## config.mk

```make
export PLATFORM = sky130hd
export DESIGN_NAME = chn_filtr_multi
export DESIGN_NICKNAME = d
export VERILOG_FILES = /design/src/rtl/chn_filtr_multi.sv
export SDC_FILE = /design/constraint.sdc
export NUM_CORES = 1
export LEC_CHECK = 0
export CORE_MARGIN = 10
export CORE_UTILIZATION = 50
export CTS_CLUSTER_DIAMETER = 50
export DETAILED_ROUTE_END_ITERATION = 10
export GPL_TIMING_DRIVEN = 0
export PLACE_DENSITY = 0.76
export SLEW_MARGIN = 10
export SYNTH_ARGS = -nofsm -noshare
export SYNTH_HDL_FRONTEND = slang
export SYNTH_SLANG_ARGS = --single-unit
```

## constraint.sdc

```tcl
create_clock -name clk -period 3.1 [get_ports clk]
set_clock_uncertainty 0.1 [all_clocks]
set_input_delay 0.62 -clock clk [delete_from_list [all_inputs] [get_ports clk]]
set_output_delay 0.62 -clock clk [all_outputs]
set_load 0.05 [all_outputs]
```

## src/rtl/chn_filtr_multi.sv

```systemverilog
// Multi-channel debounce/glitch filter: synchronise each input, then accept a level change only
// after it has held for thr cycles; rejected short pulses are tallied in a shared counter.
module chn_filtr_multi #(
    parameter int N_CH        = 3,
    parameter int CNT_W       = 8,
    parameter int SYNC_STAGES = 2,
    parameter int GLITCH_W    = 16
) (
    input  logic                clk,
    input  logic                rst_n,
    input  logic [N_CH-1:0]     chn_in,
    input  logic [CNT_W-1:0]    thr,
    input  logic                en,
    input  logic                glitch_clr,
    output logic [N_CH-1:0]     chn_out,
    output logic [N_CH-1:0]     rise,
    output logic [N_CH-1:0]     fall,
    output logic [GLITCH_W-1:0] glitch_cnt
);

    localparam logic [GLITCH_W-1:0] G_MAX = '1;

    function automatic logic [GLITCH_W-1:0] sat_glitch(input logic [GLITCH_W:0] v);
        return (v > {1'b0, G_MAX}) ? G_MAX : v[GLITCH_W-1:0];
    endfunction

    logic [N_CH-1:0]  sync_q [SYNC_STAGES];
    logic [N_CH-1:0]  sync;
    logic [CNT_W-1:0] cnt     [N_CH];
    logic [CNT_W-1:0] cnt_nxt [N_CH];
    logic [CNT_W:0]   eff_thr;
    logic [N_CH-1:0]  tog;
    logic [N_CH-1:0]  rej;
    logic [GLITCH_W:0] glitch_sum;

    // One extra bit so thr = 2^CNT_W-1 compares against cnt+1 without wrapping
    assign eff_thr = (thr == '0) ? (CNT_W + 1)'(1) : {1'b0, thr};
    assign sync    = sync_q[SYNC_STAGES-1];

    // Synchroniser stages
    always_ff @(posedge clk or negedge rst_n) begin
        if (!rst_n) begin
            for (int s = 0; s < SYNC_STAGES; s++) sync_q[s] <= '0;
        end else begin
            sync_q[0] <= chn_in;
            for (int s = 1; s < SYNC_STAGES; s++) sync_q[s] <= sync_q[s-1];
        end
    end

    always_comb begin
        tog = '0;
        rej = '0;
        for (int i = 0; i < N_CH; i++) begin
            cnt_nxt[i] = '0;
            if (en) begin
                if (sync[i] != chn_out[i]) begin
                    if (({1'b0, cnt[i]} + (CNT_W + 1)'(1)) >= eff_thr) tog[i] = 1'b1;
                    else cnt_nxt[i] = cnt[i] + 1'b1;
                end else if (cnt[i] != '0) begin
                    rej[i] = 1'b1;
                end
            end
        end
    end

    always_comb begin
        glitch_sum = {1'b0, glitch_cnt};
        for (int i = 0; i < N_CH; i++) glitch_sum = glitch_sum + (GLITCH_W + 1)'(rej[i]);
    end

    // Qualification and output stage
    always_ff @(posedge clk or negedge rst_n) begin
        if (!rst_n) begin
            for (int i = 0; i < N_CH; i++) cnt[i] <= '0;
            chn_out    <= '0;
            rise       <= '0;
            fall       <= '0;
            glitch_cnt <= '0;
        end else begin
            for (int i = 0; i < N_CH; i++) cnt[i] <= cnt_nxt[i];
            chn_out    <= chn_out ^ tog;
            rise       <= tog & ~chn_out;
            fall       <= tog & chn_out;
            glitch_cnt <= glitch_clr ? '0 : sat_glitch(glitch_sum);
        end
    end

endmodule
```

* Word level (Yosys, flattened, before mapping)
Index checks and enable logic that the tools add are counted.
W data, S select, Z words.
** Word-level totals
- Output and inout bits :: 25
- Word-level logic and storage cells :: 63
- Bits in registers :: 55
** Cells by class
- Bitwise logic cells :: 4
- Add/sub/neg operators :: 9
- Muxes and demuxes :: 30
- Eq/ne operators :: 3
- Reductions and logical operators :: 4
- $lt $le $gt $ge :: 4
** Operators with widths (number)
- $mux W8 :: 10
- $add A17 B1 Y17 :: 2
- $mux W16 :: 2
- $add A8 B1 Y9 const B :: 3
- $ge A9 B8 Y1 :: 3
- $add A8 B1 Y8 const B :: 3
- $reduce_bool A8 Y1 :: 3
- $mux W1 :: 18
- $add A16 B1 Y17 :: 1
- $gt A17 B16 Y1 const B :: 1
- $logic_not A8 Y1 :: 1
- $and A3 B3 Y3 :: 2
- $ne A1 B1 Y1 :: 3
- $not A3 Y3 :: 1
- $xor A3 B3 Y3 :: 1

* Longest topological paths before layout
Gate-level depths: netlist of run 1.
- Depth after elaboration :: 10
- Depth in mapped cells :: 12
- Gate-level depth less buffers :: 12

* Least setup slack after synthesis of run 1
OpenSTA, ideal clock, no wires.
- Path type :: register to register
- Start :: register chn_out[0]
- End :: register glitch_cnt[10]
- Period minus slack after synthesis :: 3342 ps
- Data arrival time :: 3168 ps
- Required time :: 2927 ps
- Slack :: -242 ps
- Buffers on the path :: 1
- Cell stages (with the launch flop) :: 11
- Cell sequence :: dfrtp_1 xor2_1 a311oi_1 fa_1 ha_1 inv_1 fa_1 nand4b_1 or4_4 buf_6 a21oi_2
** Between the ends
- Word-level cells in the longest chain between the ends :: 9
** RTL lines
- start, declared :: RTL line 15 : output logic [N_CH-1:0] chn_out,
- start signal, assigned :: RTL line 81 : chn_out <= chn_out ^ tog;
- $ne A1 B1 Y1 * :: RTL line 56 : if (sync[i] != chn_out[i]) begin
- $mux W1 * :: RTL line 56
- $mux W1 * :: RTL line 55 : if (en) begin
- $add A16 B1 Y17 * :: RTL line 68 : for (int i = 0; i < N_CH; i++) glitch_sum = glitch_sum + (GLITCH_W + 1)'(rej[i]);
- $add A17 B1 Y17 * (2 in a row) :: RTL line 68
- $gt A17 B16 Y1 :: RTL line 24 : return (v > {1'b0, G_MAX}) ? G_MAX : v[GLITCH_W-1:0];
- $mux W16 * :: RTL line 24
- $mux W16 * :: RTL line 84 : glitch_cnt <= glitch_clr ? '0 : sat_glitch(glitch_sum);
- end signal, assigned :: RTL line 84
- end, declared :: RTL line 18 : output logic [GLITCH_W-1:0] glitch_cnt
Every way passes the cells marked *; elsewhere a longest branch is shown, timed or not.

* Final worst setup path of run 1
- Start :: register cnt[23] (netlist bit)
- End :: register glitch_cnt[5]
** Between the ends
- Word-level cells in the longest chain between the ends :: 10
** RTL lines
- start, declared :: RTL line 29 : logic [CNT_W-1:0] cnt [N_CH];
- $reduce_bool A8 Y1 * :: RTL line 59 : end else if (cnt[i] != '0) begin
- $mux W1 * :: RTL line 59
- $mux W1 * :: RTL line 56
- $mux W1 * :: RTL line 55
- $add A16 B1 Y17 * :: RTL line 68
- $add A17 B1 Y17 * (2 in a row) :: RTL line 68
- $gt A17 B16 Y1 :: RTL line 24
- $mux W16 * :: RTL line 24
- $mux W16 * :: RTL line 84
Marks and branches as above.

==> impl_metrics.env, run 1 <==
export IMPL_status="finished, violations left"
export IMPL_violations="negative setup slack"
export IMPL_layout_min_cycle_time_ns=3.20
export IMPL_fp_row_count=29
export IMPL_drt_initial_drc_count=61
export IMPL_final_hold_viol_count=0
export IMPL_ys_types=46
export IMPL_pre_cts_slack_ns=-0.818
export IMPL_grt_use_total=0.141
export IMPL_finalSetupTns_ns=-0.836
export IMPL_rsz0062_at_grt="yes"
export IMPL_synth_seq_cells=55
export IMPL_drtPass1Iterations=6
export IMPL_wl_per_cell_um=16.1
export IMPL_portBuffers=38
export IMPL_antenna_found_initial=0
export IMPL_cts_tree="yes"
export IMPL_place_gp_congestion=0.874
export IMPL_post_place_cells=423
export IMPL_peakVddDrop_mv=0.213
export IMPL_relSlewSlack=0.547
export IMPL_postCtsHoldBufs=0
export IMPL_arrival_ns=3.34
export IMPL_dieArea_um2=10100
export IMPL_clockBufferDepth=2
export IMPL_ios=40
export IMPL_min_period_over_period=1.03
export IMPL_required_ns=3.25
export IMPL_die_h_um=101
export IMPL_synth_area_per_cell_um2=10.6
export IMPL_vias=2454
export IMPL_postLayoutSetupSlackWorst_ns=-0.0960
export IMPL_cts_clk_slew_worst_paths_ns=0.10
export IMPL_critical_path_class="reg2reg"
export IMPL_final_cells=441
export IMPL_pwr_density_cell_nw_per_um2=354
export IMPL_insertedDiodeCount=0
export IMPL_utilization=0.637
export IMPL_core_um2=6350
export IMPL_end_kind="flip-flop"
export IMPL_maxCapViolations=0
export IMPL_nets=418
export IMPL_maxSlewViolCount=0
export IMPL_initial_core_util=0.512
export IMPL_cts_htree_levels=2
export IMPL_fmax_mhz=313
export IMPL_grt_pass1_wl_mm=11.7
export IMPL_hold_path_class="in2async"
export IMPL_drive_above_1_share=0.157
export IMPL_first_global_vias=2439
export IMPL_yosys_area_top_type="dfrtp_1"
export IMPL_tightest_slew_ns=0.675
export IMPL_vias_per_cell=5.56
export IMPL_hpwl_mm=5.36
export IMPL_grt_ovfl_total=0
export IMPL_clkPwrFrac=0.300
export IMPL_power_mw=1.43
export IMPL_intPower_mw=1.04
export IMPL_cts_root_buf="clkbuf_8"
export IMPL_leakagePower_nw=1.90
export IMPL_ys_top_cells_by_area="dfrtp_1, ha_1, xnor2_1, nor3b_1, xor2_1"
export IMPL_grt_max_degree=35
export IMPL_cts_buffers=5
export IMPL_synth_main_ff_cell="dfrtp_1"
export IMPL_synthCells=307
export IMPL_syn_nets=362
export IMPL_switching_power_mw=0.393
export IMPL_p_seq_frac=0.531
export IMPL_finalSetupViolations=10
export IMPL_async_flop_share=1.00
export IMPL_p_sw_frac=0.275
export IMPL_area_delta_synth_final_pct=24.4
export IMPL_drcViolationCount=0
export IMPL_combPwrFrac=0.169
export IMPL_die_w_um=101
export IMPL_clk_latency_ns=0.31
export IMPL_crit_path_start_kind="flip-flop"
export IMPL_yosys_area_top_type_share=0.423
export IMPL_clock_sinks=55
export IMPL_syn_cell_area_um2=3250
export IMPL_wirelength_mm=7.08
export IMPL_yosysWarningCount=0
export IMPL_synth_edf_count=0
export IMPL_ys_seq_area_frac=0.423
export IMPL_antenna_left=0
export IMPL_worstPathMaxFanout=10
## cells in the mapped netlist, types with 2 or more instances
cell and n:
xnor2_1 18, o21ai_1 3, clkbuf_1 2, dfrtp_1 55, o21ai_0 2, nor3b_1 19, a311oi_1 2, ha_1 38
nor2_1 10, and4_1 3, a221oi_1 2, nand4_1 8, nor3_1 10, nor2b_1 3, nand2_1 15, xor2_1 13
inv_1 28, a21oi_2 10, nand3_1 11, o21bai_1 2, nor4b_1 2, and3_1 4, a41o_1 2, nor4_1 6
a211oi_1 4, a21o_1 5, fa_1 2, and2_1 3, a21oi_1 8
## per-layer routing
metal | vias to the layer above | global-route usage | part of all wire
met5 | - | 0 | 0
met4 | 0 | 0.0522 | 0.017
met3 | 10 | 0.0418 | 0.056
met2 | 49 | 0.231 | 0.49
met1 | 1190 | 0.170 | 0.44
li1 | 1205 | - | -
## layout make-up
type                            instances  area, um^2
Buffer                                  4        33.8
Tap cell                               77        96.3
Clock buffer                            8         100
Fill cell                             496        2300
Inverter                               28         105
Multi-Input combinational cell        219        1850
Timing Repair Buffer                   50         477
Sequential cell                        55        1380
## flip-flops by register name (all words and copies together) (netlist names)
register / cells
cnt: 24
glitch_cnt: 16
chn_out: 3
fall: 3
rise: 3
sync: 3
sync_q: 3
## worst max-delay path, cell delays in order (launching register included)
cell and delay (ns):
dfrtp_1 0.44, nor4_4 0.30, a311oi_2 0.16, fa_1 0.54
ha_2 0.18, inv_2 0.04, fa_2 0.34, nand4b_1 0.24
or4_4 0.50, buf_12 0.18, a21oi_2 0.11
## power groups by stage
stage / combinational, mW / clock (mW) / sequential, mW
5_1_grt: 0.273 / 0.469 / 0.764
4_1_cts: 0.239 / 0.442 / 0.760
3_5_place_dp: 0.227 / 0 / 0.776
2_1_floorplan: 0.105 / 0 / 0.805
6_report: 0.242 / 0.430 / 0.760
3_3_place_gp: 0.217 / 0 / 0.776
## cells in the final DEF, fill, tap and decap left out, types with 4 or more instances in the layout
cell and count:
nor3_1 10, buf_4 11, nand3_1 11, clkbuf_8 7
a21oi_2 11, clkdlybuf4s50_1 36, xor2_1 12, nor2_1 9
a21oi_1 7, nor3b_1 19, nand2_1 15, inv_1 25
ha_1 37, a21o_1 5, dfrtp_1 52, and3_1 4
xnor2_1 18, nand4_1 8
## logic make-up (layout without fill, tap and decap cells)
logic type                 count (synthesis)  after routing  synth area share
buffers and inverters                     33             90            0.0412
muxes                                      1              1           0.00308
AOI/OAI and AO/OA                         46             46             0.105
adders and majority gates                 40             40             0.159
xor gates and xnor gates                  31             31            0.0835
DFF                                       55             55             0.423
and+or+nand+nor                          101            101             0.185
## through the flow
step	instance area (um^2)	hold slack [ns]
floorplan	3260	0.224
global placement	3740	0.234
detailed placement	3750	0.235
CTS	3940	0.182
global route	4050	0.192
finish	4050	0.169
## worst paths after layout
check | start | end | slack [ns] | depth (start not counted)
hold / removal | rst_n | cnt[19]$_DFF_PN0_ | 0.17 | 1
setup / recovery | cnt[23]$_DFF_PN0_ | glitch_cnt[5]$_DFF_PN0_ | -0.1 | 10
setup reg to reg | cnt[23]$_DFF_PN0_ | glitch_cnt[5]$_DFF_PN0_ | -0.1 | 10
min in group clk | sync_q[5]$_DFF_PN0_ | sync[2]$_DFF_PN0_ | 0.25 | 0
hold reg to reg | sync_q[5]$_DFF_PN0_ | sync[2]$_DFF_PN0_ | 0.25 | 0
max in group asynchronous | rst_n | chn_out[2]$_DFF_PN0_ | 2.17 | 2
## what timing repair did
| action | 4_1_cts | 5_1_grt |
|---|---|---|
| endpoints found under the setup margin | 18 | 20 |
| resized for setup | 9 | 15 |
| pin swaps | 1 | 3 |
| setup buffers | 6 | 5 |
No activity file was read; power rests on OpenSTA's default activity.
==> run 2: changes to the inputs <==
--- a/config.mk
+++ b/config.mk
@@ -11,7 +11,6 @@
 export DETAILED_ROUTE_END_ITERATION = 10
 export GPL_TIMING_DRIVEN = 0
 export PLACE_DENSITY = 0.76
-export SLEW_MARGIN = 10
 export SYNTH_ARGS = -nofsm -noshare
 export SYNTH_HDL_FRONTEND = slang
 export SYNTH_SLANG_ARGS = --single-unit
==> results of run 2 <==
Final layout, timing and power as in run 1 (identical DEF).
==> run 3: changes to the inputs <==
--- a/config.mk
+++ b/config.mk
@@ -5,12 +5,14 @@
 export SDC_FILE = /design/constraint.sdc
 export NUM_CORES = 1
 export LEC_CHECK = 0
+export CAP_MARGIN = 20
 export CORE_MARGIN = 10
 export CORE_UTILIZATION = 50
 export CTS_CLUSTER_DIAMETER = 50
 export DETAILED_ROUTE_END_ITERATION = 10
 export GPL_TIMING_DRIVEN = 0
-export PLACE_DENSITY = 0.76
+export PLACE_DENSITY = 0.77
+export RECOVER_POWER = 100
 export SYNTH_ARGS = -nofsm -noshare
 export SYNTH_HDL_FRONTEND = slang
 export SYNTH_SLANG_ARGS = --single-unit
==> run 3 against run 2 <==
The run still ends with negative setup slack left; critical endpoint is now glitch_cnt[11]$_DFF_PN0_; worst hold slack gained 0.087 ns; highest routed layer unchanged; sequential cell count is the same; clock power shrank 6.3%; critical path type unchanged; setup slack lost 0.034 ns; sequential share of layout area grew 0.22 points.
==> impl_metrics.env, run 3 (synthesized netlist as in run 1, its figures left out) <==
export IMPL_drtPass1Iterations=4
export IMPL_violations="negative setup slack"
export IMPL_fp_row_count=29
export IMPL_antenna_found_initial=0
export IMPL_die_h_um=101
export IMPL_grt_ovfl_total=0
export IMPL_p_seq_frac=0.545
export IMPL_wl_per_cell_um=16.2
export IMPL_hpwl_mm=5.30
export IMPL_worstPathMaxFanout=10
export IMPL_cts_root_buf="clkbuf_8"
export IMPL_cts_clk_slew_worst_paths_ns=0.10
export IMPL_min_period_over_period=1.04
export IMPL_largest_reg_flops=24
export IMPL_vias=2473
export IMPL_grt_use_met1=0.185
export IMPL_reg2reg_to="glitch_cnt[11]$_DFF_PN0_"
export IMPL_maxSlewViolCount=0
export IMPL_place_gp_congestion=0.885
export IMPL_clockBufferDepth=2
export IMPL_layout_min_cycle_time_ns=3.23
export IMPL_grt_max_degree=33
export IMPL_die_w_um=101
export IMPL_combPwrFrac=0.166
export IMPL_required_ns=3.25
export IMPL_r2r_start="cnt[0]$_DFF_PN0_"
export IMPL_area_delta_synth_final_pct=23.6
export IMPL_cts_buffers=5
export IMPL_min_to="sync[2]$_DFF_PN0_"
export IMPL_nets=421
export IMPL_portBuffers=38
export IMPL_postLayoutSetupSlackWorst_ns=-0.130
export IMPL_hold_path_class="reg2reg"
export IMPL_regMostFlops="cnt"
export IMPL_status="finished, violations left"
export IMPL_antenna_left=0
export IMPL_pre_cts_slack_ns=-0.898
export IMPL_grt_use_total=0.142
export IMPL_top_regs="cnt x24, glitch_cnt x16"
export IMPL_core_um2=6350
export IMPL_vias_per_cell=5.57
export IMPL_insertedDiodeCount=0
export IMPL_intPower_mw=0.988
export IMPL_finalSetupViolations=15
export IMPL_p_sw_frac=0.292
export IMPL_tightest_slew_ns=1.27
export IMPL_maxCapViolations=0
export IMPL_ios=40
export IMPL_first_global_vias=2415
export IMPL_clkPwrFrac=0.289
export IMPL_fmax_mhz=310
export IMPL_drive_above_1_share=0.147
export IMPL_crit_path_start_kind="flip-flop"
export IMPL_leakagePower_nw=1.97
export IMPL_drt_initial_drc_count=87
export IMPL_relSlewSlack=0.156
export IMPL_cts_tree="yes"
export IMPL_critical_path_class="reg2reg"
export IMPL_rsz0062_at_grt="yes"
export IMPL_clock_sinks=55
export IMPL_hp_start="sync_q[5]$_DFF_PN0_"
export IMPL_postCtsHoldBufs=0
export IMPL_wirelength_mm=7.19
export IMPL_peakVddDrop_mv=0.221
export IMPL_pwr_density_cell_nw_per_um2=347
export IMPL_grt_pass1_wl_mm=11.8
export IMPL_worstRegToRegCells=12
export IMPL_grtUsageMet2=0.226
export IMPL_power_mw=1.40
export IMPL_final_hold_viol_count=0
export IMPL_initial_core_util=0.512
export IMPL_hold_depth=0
export IMPL_grt_use_met3=0.0357
export IMPL_holdWs_ns=0.256
export IMPL_cts_htree_levels=2
export IMPL_switching_power_mw=0.408
export IMPL_arrival_ns=3.38
export IMPL_drcViolationCount=0
export IMPL_grt_busiest_layer="met2"
export IMPL_dieArea_um2=10100
export IMPL_end_kind="flip-flop"
export IMPL_clk_latency_ns=0.31
export IMPL_layout_commonest_cell="dfrtp_1"
export IMPL_final_cell_mix="dfrtp_1, ha_1, inv_1, dlygate4sd3_1, nor3b_1"
export IMPL_r2r_slack_ns=-0.13
## run 3: worst max-delay path by stage
stage | slack (ns) | cells after the start | to | start
2_1_floorplan | 0.01 | 12 | glitch_cnt[10]$_DFF_PN0_ | cnt[0]$_DFF_PN0_
3_3_place_gp | -0.82 | 11 | glitch_cnt[13]$_DFF_PN0_ | en
3_5_place_dp | -0.90 | 11 | glitch_cnt[3]$_DFF_PN0_ | en
4_1_cts | -0.11 | 12 | glitch_cnt[5]$_DFF_PN0_ | cnt[0]$_DFF_PN0_
5_1_grt | -0.27 | 12 | glitch_cnt[3]$_DFF_PN0_ | cnt[1]$_DFF_PN0_
6_report | -0.13 | 12 | glitch_cnt[11]$_DFF_PN0_ | cnt[0]$_DFF_PN0_
## run 3: cell type report
class                   instances  area [um^2]
fillers                       506         2330
plain buffers                   4         33.8
clock inverters                 3         18.8
clock buffers                   5         68.8
multi-input cells             219         1830
inverters                      28          105
repair buffers                 53          487
flip-flops and latches         55         1380
well taps                      77         96.3
## run 3: worst max-delay path, cell delays in order (launching register included)
cell and delay [ns]:
dfrtp_2 0.42, inv_1 0.06, ha_1 0.15, nor4b_4 0.21, a211oi_2 0.13, fa_1 0.52, ha_2 0.18, inv_1 0.05
fa_2 0.34, nand4b_1 0.23, or4_4 0.50, buf_12 0.18, a21oi_2 0.11
## run 3: repair_timing
| action | CTS | global route |
|---|---|---|
| setup endpoints to repair | 17 | 22 |
| pin swaps | 1 | 1 |
| resized for setup | 11 | 8 |
| setup buffers | 6 | 8 |
## run 3: routing by layer
| layer | vias up | wire [um] |
|---|---|---|
| li1 | 1210 | - |
| met3 | 7 | 370 |
| met1 | 1200 | 3330 |
| met4 | 0 | 68 |
| met2 | 56 | 3420 |
| met5 | - | 0 |
## run 3: metrics by stage
step	area [um^2]	TNS [ns]	std cells	utilization
detailed placement	3750	-14.21	423	0.591
CTS	3940	-0.999	437	0.620
global route	4020	-3.59	444	0.633
floorplan	3260	0	307	-
finish	4020	-1.45	444	0.633
global placement	3740	-34.65	422	0.589
## run 3: power by group through the flow
| stage | Combinational (mW) | Sequential, mW | Clock, mW |
|---|---|---|---|
| 2_1_floorplan | 0.105 | 0.805 | 0 |
| 3_3_place_gp | 0.217 | 0.777 | 0 |
| 3_5_place_dp | 0.226 | 0.777 | 0 |
| 4_1_cts | 0.239 | 0.761 | 0.413 |
| 6_report | 0.232 | 0.760 | 0.403 |
| 5_1_grt | 0.260 | 0.764 | 0.439 |
